## src/rtl/vga_out_stage_if.sv

```systemverilog
// ---------------------------------------------------------------------------
// vga_out_stage_if
//
// Pixel-request bus between the VGA output stage and the upstream pixel
// generator. The output stage owns the raster position and publishes it
// every cycle. The generator answers with a 6-bit colour PIX_LATENCY
// cycles later.
//
// Signals
//   x           raster column, 0..H_TOTAL-1          (stage -> generator)
//   y           raster line,   0..V_TOTAL-1          (stage -> generator)
//   active      inside the visible window            (stage -> generator)
//   line_start  first cycle of a line (x==0)         (stage -> generator)
//   frame_start first cycle of a frame (x==0,y==0)   (stage -> generator)
//   vblank      vertical blanking (y >= V_ACTIVE)    (stage -> generator)
//   rgb_in      {R1,R0,G1,G0,B1,B0}                  (generator -> stage)
//
// Modports
//   master : the output stage (drives the raster, consumes colour)
//   slave  : the pixel generator (consumes the raster, drives colour)
// ---------------------------------------------------------------------------
interface vga_out_stage_if;
  logic [9:0] x;
  logic [9:0] y;
  logic       active;
  logic       line_start;
  logic       frame_start;
  logic       vblank;
  logic [5:0] rgb_in;

  modport master (
    output x,
    output y,
    output active,
    output line_start,
    output frame_start,
    output vblank,
    input  rgb_in
  );

  modport slave (
    input  x,
    input  y,
    input  active,
    input  line_start,
    input  frame_start,
    input  vblank,
    output rgb_in
  );
endinterface

```

## src/rtl/vga_out_stage.sv

```systemverilog
// ---------------------------------------------------------------------------
// vga_out_stage
//
// Final video stage. It free-runs a 640x480@60 raster (default timing)
// from the pixel clock and publishes the raster position to the pixel
// generator. It accepts that generator's colour PIX_LATENCY cycles later.
// Sync and blanking are delayed by the same amount, so all three line up.
// Colour is forced to zero outside the visible window. Everything is then
// registered into TinyVGA PMOD pin order on uo_out.
//
// Ports
//   clk     in   1  pixel clock
//   rst     in   1  synchronous reset, active-high
//   pix     --   -  vga_out_stage_if.master (raster out, rgb_in in)
//   uo_out  out  8  [7]=hsync [3]=vsync [0]=R1 [4]=R0 [1]=G1 [5]=G0
//                   [2]=B1 [6]=B0 ; syncs are active-low
//
// Latency: the colour for coordinate (x,y) issued at cycle t appears on
// uo_out from cycle t+PIX_LATENCY+1. Sync and blank edges carry the same
// offset.
// ---------------------------------------------------------------------------
module vga_out_stage #(
  parameter int H_ACTIVE    = 640,
  parameter int H_FP        = 16,
  parameter int H_SYNC      = 96,
  parameter int H_BP        = 48,
  parameter int V_ACTIVE    = 480,
  parameter int V_FP        = 10,
  parameter int V_SYNC      = 2,
  parameter int V_BP        = 33,
  parameter int PIX_LATENCY = 2     // legal 0..4
) (
  input  logic                   clk,
  input  logic                   rst,
  vga_out_stage_if.master        pix,
  output logic [7:0]             uo_out
);

  localparam int H_TOTAL = H_ACTIVE + H_FP + H_SYNC + H_BP;
  localparam int V_TOTAL = V_ACTIVE + V_FP + V_SYNC + V_BP;

  localparam logic [9:0] H_LAST   = 10'(H_TOTAL - 1);
  localparam logic [9:0] V_LAST   = 10'(V_TOTAL - 1);
  localparam logic [9:0] H_VIS    = 10'(H_ACTIVE);
  localparam logic [9:0] V_VIS    = 10'(V_ACTIVE);
  localparam logic [9:0] HS_BEGIN = 10'(H_ACTIVE + H_FP);
  localparam logic [9:0] HS_END   = 10'(H_ACTIVE + H_FP + H_SYNC);
  localparam logic [9:0] VS_BEGIN = 10'(V_ACTIVE + V_FP);
  localparam logic [9:0] VS_END   = 10'(V_ACTIVE + V_FP + V_SYNC);

  // Flags that travel alongside the generator's latency.
  typedef struct packed {
    logic hs;   // active-low hsync
    logic vs;   // active-low vsync
    logic act;  // visible pixel
  } flags_t;

  // Idle value: both syncs released, nothing visible.
  localparam flags_t FLAGS_IDLE = '{hs: 1'b1, vs: 1'b1, act: 1'b0};

  // Reset value of the pin register: syncs released, colour black.
  localparam logic [7:0] UO_IDLE = 8'b1000_1000;

  // Map a sync pair and {R1,R0,G1,G0,B1,B0} colour onto the PMOD pins.
  function automatic logic [7:0] pack_pmod(input logic       hs,
                                           input logic       vs,
                                           input logic [5:0] col);
    logic [7:0] pins;
    pins    = '0;
    pins[7] = hs;
    pins[3] = vs;
    pins[0] = col[5];  // R1
    pins[4] = col[4];  // R0
    pins[1] = col[3];  // G1
    pins[5] = col[2];  // G0
    pins[2] = col[1];  // B1
    pins[6] = col[0];  // B0
    return pins;
  endfunction

  // Blank the colour outside the visible window. The select is explicit,
  // so an unknown colour during blanking never reaches the pins.
  function automatic logic [5:0] blank_colour(input logic       act,
                                              input logic [5:0] rgb);
    return act ? rgb : 6'd0;
  endfunction

  // -------------------------------------------------------------------------
  // Stage p0: raster counters and combinational decodes of the position
  // -------------------------------------------------------------------------
  logic [9:0] r_x;
  logic [9:0] r_y;

  always_ff @(posedge clk) begin
    if (rst) begin
      r_x <= '0;
      r_y <= '0;
    end else if (r_x == H_LAST) begin
      r_x <= '0;
      r_y <= (r_y == V_LAST) ? 10'd0 : r_y + 10'd1;
    end else begin
      r_x <= r_x + 10'd1;
    end
  end

  logic   w_h_vis;
  logic   w_v_vis;
  flags_t w_raw_p0;

  assign w_h_vis      = (r_x < H_VIS);
  assign w_v_vis      = (r_y < V_VIS);
  assign w_raw_p0.hs  = ~((r_x >= HS_BEGIN) && (r_x < HS_END));
  assign w_raw_p0.vs  = ~((r_y >= VS_BEGIN) && (r_y < VS_END));
  assign w_raw_p0.act = w_h_vis && w_v_vis;

  assign pix.x           = r_x;
  assign pix.y           = r_y;
  assign pix.active      = w_raw_p0.act;
  assign pix.line_start  = (r_x == 10'd0);
  assign pix.frame_start = (r_x == 10'd0) && (r_y == 10'd0);
  assign pix.vblank      = ~w_v_vis;

  // -------------------------------------------------------------------------
  // Stage p1: align sync/active with the generator's latency
  // -------------------------------------------------------------------------
  flags_t w_dly_p1;

  generate
    if (PIX_LATENCY == 0) begin : g_no_delay
      // The generator answers combinationally, so the flags need no delay.
      assign w_dly_p1 = w_raw_p0;
    end else begin : g_delay
      flags_t r_dly_p1 [PIX_LATENCY];

      // Reset loads idle flags into every slot. No half-drawn line from
      // before the reset can then reach the pins.
      always_ff @(posedge clk) begin
        if (rst) begin
          for (int i = 0; i < PIX_LATENCY; i++) begin
            r_dly_p1[i] <= FLAGS_IDLE;
          end
        end else begin
          r_dly_p1[0] <= w_raw_p0;
          for (int i = 1; i < PIX_LATENCY; i++) begin
            r_dly_p1[i] <= r_dly_p1[i-1];
          end
        end
      end

      assign w_dly_p1 = r_dly_p1[PIX_LATENCY-1];
    end
  endgenerate

  // -------------------------------------------------------------------------
  // Stage p2: pin register (rgb_in sampled at the same edge as the flags)
  // -------------------------------------------------------------------------
  logic [5:0] w_col_p1;
  logic [7:0] r_uo_p2;

  assign w_col_p1 = blank_colour(w_dly_p1.act, pix.rgb_in);

  always_ff @(posedge clk) begin
    if (rst) begin
      r_uo_p2 <= UO_IDLE;
    end else begin
      r_uo_p2 <= pack_pmod(w_dly_p1.hs, w_dly_p1.vs, w_col_p1);
    end
  end

  assign uo_out = r_uo_p2;

endmodule

```

## src/flat_wrapper.sv

```systemverilog
// flat-port wrapper written by rule: the top's interface ports become plain ports
module vga_out_stage_flat 
#(
  parameter int H_ACTIVE    = 640,
  parameter int H_FP        = 16,
  parameter int H_SYNC      = 96,
  parameter int H_BP        = 48,
  parameter int V_ACTIVE    = 480,
  parameter int V_FP        = 10,
  parameter int V_SYNC      = 2,
  parameter int V_BP        = 33,
  parameter int PIX_LATENCY = 2                  
)
  (clk, rst, uo_out, pix_x, pix_y, pix_active, pix_line_start, pix_frame_start, pix_vblank, pix_rgb_in);
  vga_out_stage_if pix_i ();
  input  logic clk;
  input  logic rst;
  output logic [7:0] uo_out;
  output wire logic [$bits(pix_i.x)-1:0] pix_x;
  output wire logic [$bits(pix_i.y)-1:0] pix_y;
  output wire logic [$bits(pix_i.active)-1:0] pix_active;
  output wire logic [$bits(pix_i.line_start)-1:0] pix_line_start;
  output wire logic [$bits(pix_i.frame_start)-1:0] pix_frame_start;
  output wire logic [$bits(pix_i.vblank)-1:0] pix_vblank;
  input wire logic [$bits(pix_i.rgb_in)-1:0] pix_rgb_in;
  assign pix_x = pix_i.x;
  assign pix_y = pix_i.y;
  assign pix_active = pix_i.active;
  assign pix_line_start = pix_i.line_start;
  assign pix_frame_start = pix_i.frame_start;
  assign pix_vblank = pix_i.vblank;
  assign pix_i.rgb_in = pix_rgb_in;
  vga_out_stage #(.H_ACTIVE(H_ACTIVE), .H_FP(H_FP), .H_SYNC(H_SYNC), .H_BP(H_BP), .V_ACTIVE(V_ACTIVE), .V_FP(V_FP), .V_SYNC(V_SYNC), .V_BP(V_BP), .PIX_LATENCY(PIX_LATENCY)) u_core (.clk(clk), .rst(rst), .pix(pix_i), .uo_out(uo_out));
endmodule
```

## config.mk

```make
export PLATFORM = sky130hd
export DESIGN_NAME = vga_out_stage_flat
export DESIGN_NICKNAME = d
export VERILOG_FILES = /design/src/rtl/vga_out_stage_if.sv /design/src/rtl/vga_out_stage.sv /design/src/flat_wrapper.sv
export SDC_FILE = /design/constraint.sdc
export NUM_CORES = 1
export LEC_CHECK = 0
export ABC_AREA = 1
export CORE_MARGIN = 10
export CORE_UTILIZATION = 37
export DETAILED_ROUTE_END_ITERATION = 10
export GPL_TIMING_DRIVEN = 0
export SLEW_MARGIN = 15
export SYNTH_ARGS = -nofsm -noshare
export SYNTH_HDL_FRONTEND = slang
export SYNTH_SLANG_ARGS = --single-unit
```

## constraint.sdc

```tcl
create_clock -name clk -period 1.5 [get_ports clk]
set_input_delay 0.15 -clock clk [delete_from_list [all_inputs] [get_ports clk]]
set_output_delay 0.15 -clock clk [all_outputs]
set_load 0.02 [all_outputs]
```

==> results of run 1 <==
-- per-stage QoR --
step	area [sq um]	power, mW
final	2310	1.78
after global routing	2310	1.87
after CTS	2190	1.79
after detailed placement	2040	1.08
after global placement	2040	1.08
after floorplan	1590	1.01
-- sequential cells by signal (all words and copies together), names as in the netlist --
name,flops
u_core.uo_out,8
u_core.g_delay.r_dly_p1,6
u_core.pix.y,10
u_core.pix.x,10
-- layout make-up --
type                       count  area share (%)
timing repair buffer          48            19.7
sequential                    34            30.1
clock buffer                   6            3.58
clock inverter                 2           0.542
buffer                         2           0.650
tap                           50            2.71
inverter                      35            5.75
multi-input combinational    148            37.0
-- cells in the final DEF (no fill, tap or decap), drive strengths merged --
cell | Yosys | routed
o21ai | 5 | 5
nand2 | 48 | 49
clkinv | 1 | 2
nor3b | 2 | 2
ha | 4 | 4
dlymetal6s2s | 0 | 6
clkinvlp | 0 | 1
dfxtp | 34 | 34
buf | 1 | 13
inv | 34 | 34
nand4 | 6 | 6
a21oi | 6 | 6
xor2 | 5 | 5
or2 | 4 | 4
nor3 | 3 | 3
nand3 | 16 | 16
clkbuf | 1 | 7
clkdlybuf4s15 | 0 | 1
dlygate4sd2 | 0 | 11
nor2 | 45 | 45
o2111ai | 1 | 1
clkdlybuf4s50 | 0 | 18
nor4 | 2 | 2
-- worst max-delay path by stage --
stage,startpoint,to,depth (start not counted)
final,u_core.pix.x[1]$_SDFF_PP0_,pix_frame_start,6
after global routing,u_core.pix.x[1]$_SDFF_PP0_,pix_frame_start,6
after CTS,u_core.pix.x[0]$_SDFF_PP0_,pix_frame_start,6
after detailed placement,u_core.pix.y[0]$_SDFFE_PP0N_,pix_frame_start,7
after global placement,u_core.pix.x[0]$_SDFF_PP0_,pix_frame_start,6
after floorplan,u_core.pix.x[0]$_SDFF_PP0_,u_core.pix.y[2]$_SDFFE_PP0N_,6
-- metal layers --
metal  share of wire, %  up-vias
li1                   -      789
met1                 47      653
met2                 43       42
met3                8.2        8
met4                2.1        0
met5                  0        -
-- where the power goes --
part / internal (mW) / switching, mW / total (mW)
logic: 0.0724 / 0.0798 / 0.152
registers: 0.915 / 0.00787 / 0.923
clock network: 0.369 / 0.331 / 0.700
-- critical path, stage by stage, from the launching register on --
cell and delay [ns]:
dfxtp_2 0.32, inv_2 0.06, ha_4 0.11, nor3b_2 0.15, nand4_1 0.15, nor3_2 0.16
buf_4 0.17
-- cells by family (layout without fill, tap and decap cells) --
logic type / Yosys count / after routing
and+or+nand+nor: 126 / 127
buffers and inverters: 37 / 93
DFF: 34 / 34
AOI/OAI and AO/OA: 12 / 12
xor gates and xnor gates: 5 / 5
adders and majority gates: 4 / 4
-- repair_timing --
| action | 4_1_cts | 5_1_grt |
|---|---|---|
| endpoints found under the setup margin | 18 | 30 |
| hold buffers | 0 | 0 |
| pin swaps | 3 | 8 |
| buffers inserted | 5 | 3 |
| gates resized for setup | 41 | 28 |
| cloned | 0 | 2 |
==> results.cfg, run 1 <==
[hold_path]
hp-start = pix_rgb_in[4]
worstHoldPathCells = 3
holdPathEnd = u_core.uo_out[4]$_SDFF_PP0_
min_path_type = in -> reg

[cells_and_area]
multi_input_area_sq_um = 855
fin_cells = 325
utilization_pct = 56.5
fill_cells = 409
syn_to_final_growth_pct = 45.5
regArea_sq_um = 694
final_nets = 286
drive_gt1_share_pct = 26.2
diodes = 0

[setup_path]
cp.arrival_ns = 1.40
critPathLaunchType = register
rr_startpoint = u_core.pix.x[0]$_SDFF_PP0_
critPathKind = reg -> out
r2r_cells = 7
regToRegSetupSlack_ns = 0.13
path_max_fanout = 2
reg2reg_to = u_core.pix.x[2]$_SDFF_PP0_
critPathRequiredTime_ns = 1.35
end_kind = primary output

[cts]
clkSinkCount = 34
clock_latency_ns = 0.28
h-tree-depth = 2
root_buffer = clkbuf_8
cts_buffer_depth = 2
tritoncts = done
cts_buffers = 5
clkSlewWorstSetupHoldPaths_ns = 0.07

[synthesis]
synth_top_family_by_area = simple AND/OR/NAND/NOR gates
ys_seq_area_share_pct = 42.9
synth.avg_cell_area_sq_um = 7.28
yosys.area_share.adder_pct = 3.15
ys_async_sr_fraction_pct = 0
synth_most_common_cell = nand2_1
synth_common_cells = 43 x nand2_1, 37 x nor2_1, 34 x dfxtp_1
yosys.area.top_type = dfxtp_1
synth_xor_area_share_pct = 2.76
synth.net_count = 230
synth_simple_gate_area_share_pct = 37.4
yosysWarnings = 0
yosys-top-cells-area = dfxtp_1 43%, nand2_1 10%, nor2_1 8.8%, inv_1 7.8%, nand3_1 4.4%
synth_seq_cells = 34
synthDistinctLibCells = 28
yosys.area.top_type_share_pct = 42.9
syn_inst = 218
muxShareOfSynthArea_pct = 0
syn_area_sq_um = 1590
synth_edf_count = 0
synth-main-ff-cell = dfxtp_1
synth-compound-area-share_pct = 4.50

[drt]
drtIter0Drc = 108
routed_wl_microns = 3970
drc_errors = 0
num_vias = 1492
viasPerCell = 4.59
ant_nets = 0
wl_per_cell_microns = 12.2
drtPass1Iterations = 4

[pwr]
power.density_nw_per_um2 = 769
power_leakage_nw = 1.11
worst_ir_drop_vdd_v = 0.000656

[global_routing]
grtUsageMet3_pct = 4.68
gr-usage-met2_pct = 15.7
antenna_found_initial = 0
overflow = 0
grt_max_degree = 12
grt_pass1_wl_microns = 6420
grtUsageTotal_pct = 10.7
grt_pass1_vias = 1382
top_usage_layer = met2
grt_use_met1_pct = 12.8

[placement]
routabilityCongestion = 0.836
dp_hpwl_microns = 2830
place_inst = 307
portBuffers = 39
pre_cts_ws_ns = -0.323

[floorplanning]
die_x_microns = 85.5
start_util_pct = 38.8
die_area_sq_um = 7310
core_sq_um = 4090
die_h_microns = 85.5
num_io_pins = 40
num_rows = 23

[sta]
fin_crit_sh_pct = 103
setup_ws_ns = -0.0473
worst_pin_slew_ns = 0.425
setup_violations = 1
drv_slew = 0
rsz0062_at_grt = true
clock_skew_ns = 0.00657
finalHoldViolCount = 0
setup_tns_ns = -0.0473
max_freq_mhz = 646
whs_ns = 0.388
fin_crit_ns = 1.55
relSlewSlack_pct = 71.6

[outcome]
violations = setup timing
status = finished with violations

[run]
cap_violations = 0
Power figures use the tool's default switching activity.
==> run 2: changes to the inputs <==
--- a/config.mk
+++ b/config.mk
@@ -6,7 +6,7 @@
 export NUM_CORES = 1
 export LEC_CHECK = 0
 export ABC_AREA = 1
-export CORE_MARGIN = 10
+export CORE_MARGIN = 3
 export CORE_UTILIZATION = 37
 export DETAILED_ROUTE_END_ITERATION = 10
 export GPL_TIMING_DRIVEN = 0
==> constraint.sdc (replaced) <==
create_clock -name clk -period 1.7 [get_ports clk]
set_input_delay 0.17 -clock clk [delete_from_list [all_inputs] [get_ports clk]]
set_output_delay 0.17 -clock clk [all_outputs]
set_load 0.02 [all_outputs]
==> results.cfg, run 2 (synthesis gave the netlist of run 1 again) <==
[drt]
routed_wl_microns = 3540
drtIter0Drc = 47
drc_errors = 0
viasPerCell = 4.50
num_vias = 1434
drtPass1Iterations = 4
wl_per_cell_microns = 11.1
ant_nets = 0

[floorplanning]
core_sq_um = 4060
die_area_sq_um = 5110
die_x_microns = 71.5
num_rows = 23
die_h_microns = 71.5
start_util_pct = 39.1
num_io_pins = 40

[cts]
clkSinkCount = 34
root_buffer = clkbuf_8
clkSlewWorstSetupHoldPaths_ns = 0.08
tritoncts = done
cts_buffers = 5
clock_latency_ns = 0.29
h-tree-depth = 2
cts_hold_buffers = 0
cts_buffer_depth = 2

[global_routing]
grt_pass1_wl_microns = 5850
overflow = 0
grtUsageTotal_pct = 14.4
antenna_found_initial = 0
grt_pass1_vias = 1269
grt_max_degree = 13

[sta]
finalHoldViolCount = 0
fin_crit_ns = 1.66
clock_skew_ns = 0.00416
max_freq_mhz = 603
drv_slew = 0
setup_tns_ns = 0
fin_crit_sh_pct = 97.6
rsz0062_at_grt = true
worst_pin_slew_ns = 0.438
setup_violations = 0
relSlewSlack_pct = 70.8

[setup_path]
critPathKind = reg -> out
cp.arrival_ns = 1.49
slowest_stage = dfxtp_2
end_kind = primary output
max_stage_delay_ns = 0.34
reg2reg_to = u_core.pix.y[2]$_SDFFE_PP0N_
path_max_fanout = 3
r2r_cells = 7
path_cells = inv_2 > ha_4 > nor3b_4 > nand4_1 > nor3_2 > buf_4
regToRegSetupSlack_ns = 0.16
rr_startpoint = u_core.pix.x[0]$_SDFF_PP0_
critPathRequiredTime_ns = 1.53
critPathLaunchType = register

[outcome]
status = complete, no violations

[cells_and_area]
layout_commonest_cell = nand2_1
regArea_sq_um = 692
fill_cells = 406
final_nets = 280
drive_gt1_share_pct = 20.4
syn_to_final_growth_pct = 42.0
mostFrequentLayoutCells = 43 x nand2_1, 36 x nor2_1, 35 x clkdlybuf4s50_1
multi_input_area_sq_um = 795
diodes = 0

[pwr]
power_leakage_nw = 0.938
power.density_nw_per_um2 = 826
total_power_mw = 1.86
worst_ir_drop_vdd_v = 0.000510

[hold_path]
min_path_type = in -> reg
hp-start = pix_rgb_in[1]
worstHoldPathCells = 3
holdPathEnd = u_core.uo_out[2]$_SDFF_PP0_

[placement]
portBuffers = 39
routabilityCongestion = 0.874
dp_hpwl_microns = 2570

[run]
cap_violations = 0
==> run 2: cell count changes in the layout (fill, tap and decap cells not counted), moves of 5 or more <==
cell | previous run | this run
dlymetal6s2s_1 | 6 | 0
dlygate4sd2_1 | 11 | 1
clkdlybuf4s50_1 | 18 | 35
buf_4 | 10 | 5
==> run 2: per-layer routing <==
metal	global-route usage, %	wire [microns]
met1	19.8	1730
met2	21.1	1590
met3	4.91	196
met4	5.01	28
met5	0	0
==> run 2: final cells by class <==
| class | instances | area share [%] |
|---|---|---|
| Multi-Input combinational cell | 147 | 35.3 |
| Inverter | 35 | 6.00 |
| Timing Repair Buffer | 43 | 18.5 |
| Tap cell | 50 | 2.78 |
| Sequential cell | 34 | 30.7 |
| Buffer | 2 | 0.666 |
| Clock buffer | 5 | 3.05 |
| Clock inverter | 3 | 3.05 |
==> run 2: critical path: cells and delay by family, from the launching register on <==
kind | cells | cell delay (ns)
DFF | 1 | 0.34
buffers and inverters | 2 | 0.22
adders and majority gates | 1 | 0.12
and+or+nand+nor | 3 | 0.51
==> run 2: power by group <==
part           leakage [nW]  total (mW)  switching, mW  internal, mW
Clock                0.0683       0.905          0.317         0.588
Combinational         0.591       0.139         0.0668        0.0726
Sequential            0.279       0.817        0.00882         0.808
==> run 2: worst max-delay path by stage <==
stage | to | start | slack (ns)
finish | pix_frame_start | u_core.pix.x[1]$_SDFF_PP0_ | 0.04
global route | pix_frame_start | u_core.pix.x[1]$_SDFF_PP0_ | -0.07
CTS | pix_frame_start | u_core.pix.y[0]$_SDFFE_PP0N_ | 0.003
detailed placement | pix_frame_start | u_core.pix.y[0]$_SDFFE_PP0N_ | -0.17
global placement | pix_frame_start | u_core.pix.x[0]$_SDFF_PP0_ | -0.21
floorplan | pix_frame_start | u_core.pix.y[0]$_SDFFE_PP0N_ | 0.16
==> run 2: stage by stage <==
stage	hold slack, ns	utilization, %	cells	cell area, sq um	worst slack, ns
2_1_floorplan	0.277	-	218	1590	0.156
3_3_place_gp	0.390	50.3	307	2040	-0.210
3_5_place_dp	0.392	50.3	307	2040	-0.171
4_1_cts	0.386	54.1	316	2200	0.00278
5_1_grt	0.397	55.5	319	2250	-0.0680
6_report	0.398	55.5	319	2250	0.0413
==> run 2: what timing repair did <==
item	in CTS	in global routing
setup endpoints to repair	4	4
buffers inserted	1	3
gates resized for setup	22	14
pin swaps	1	4
endpoints found under the hold margin	0	0
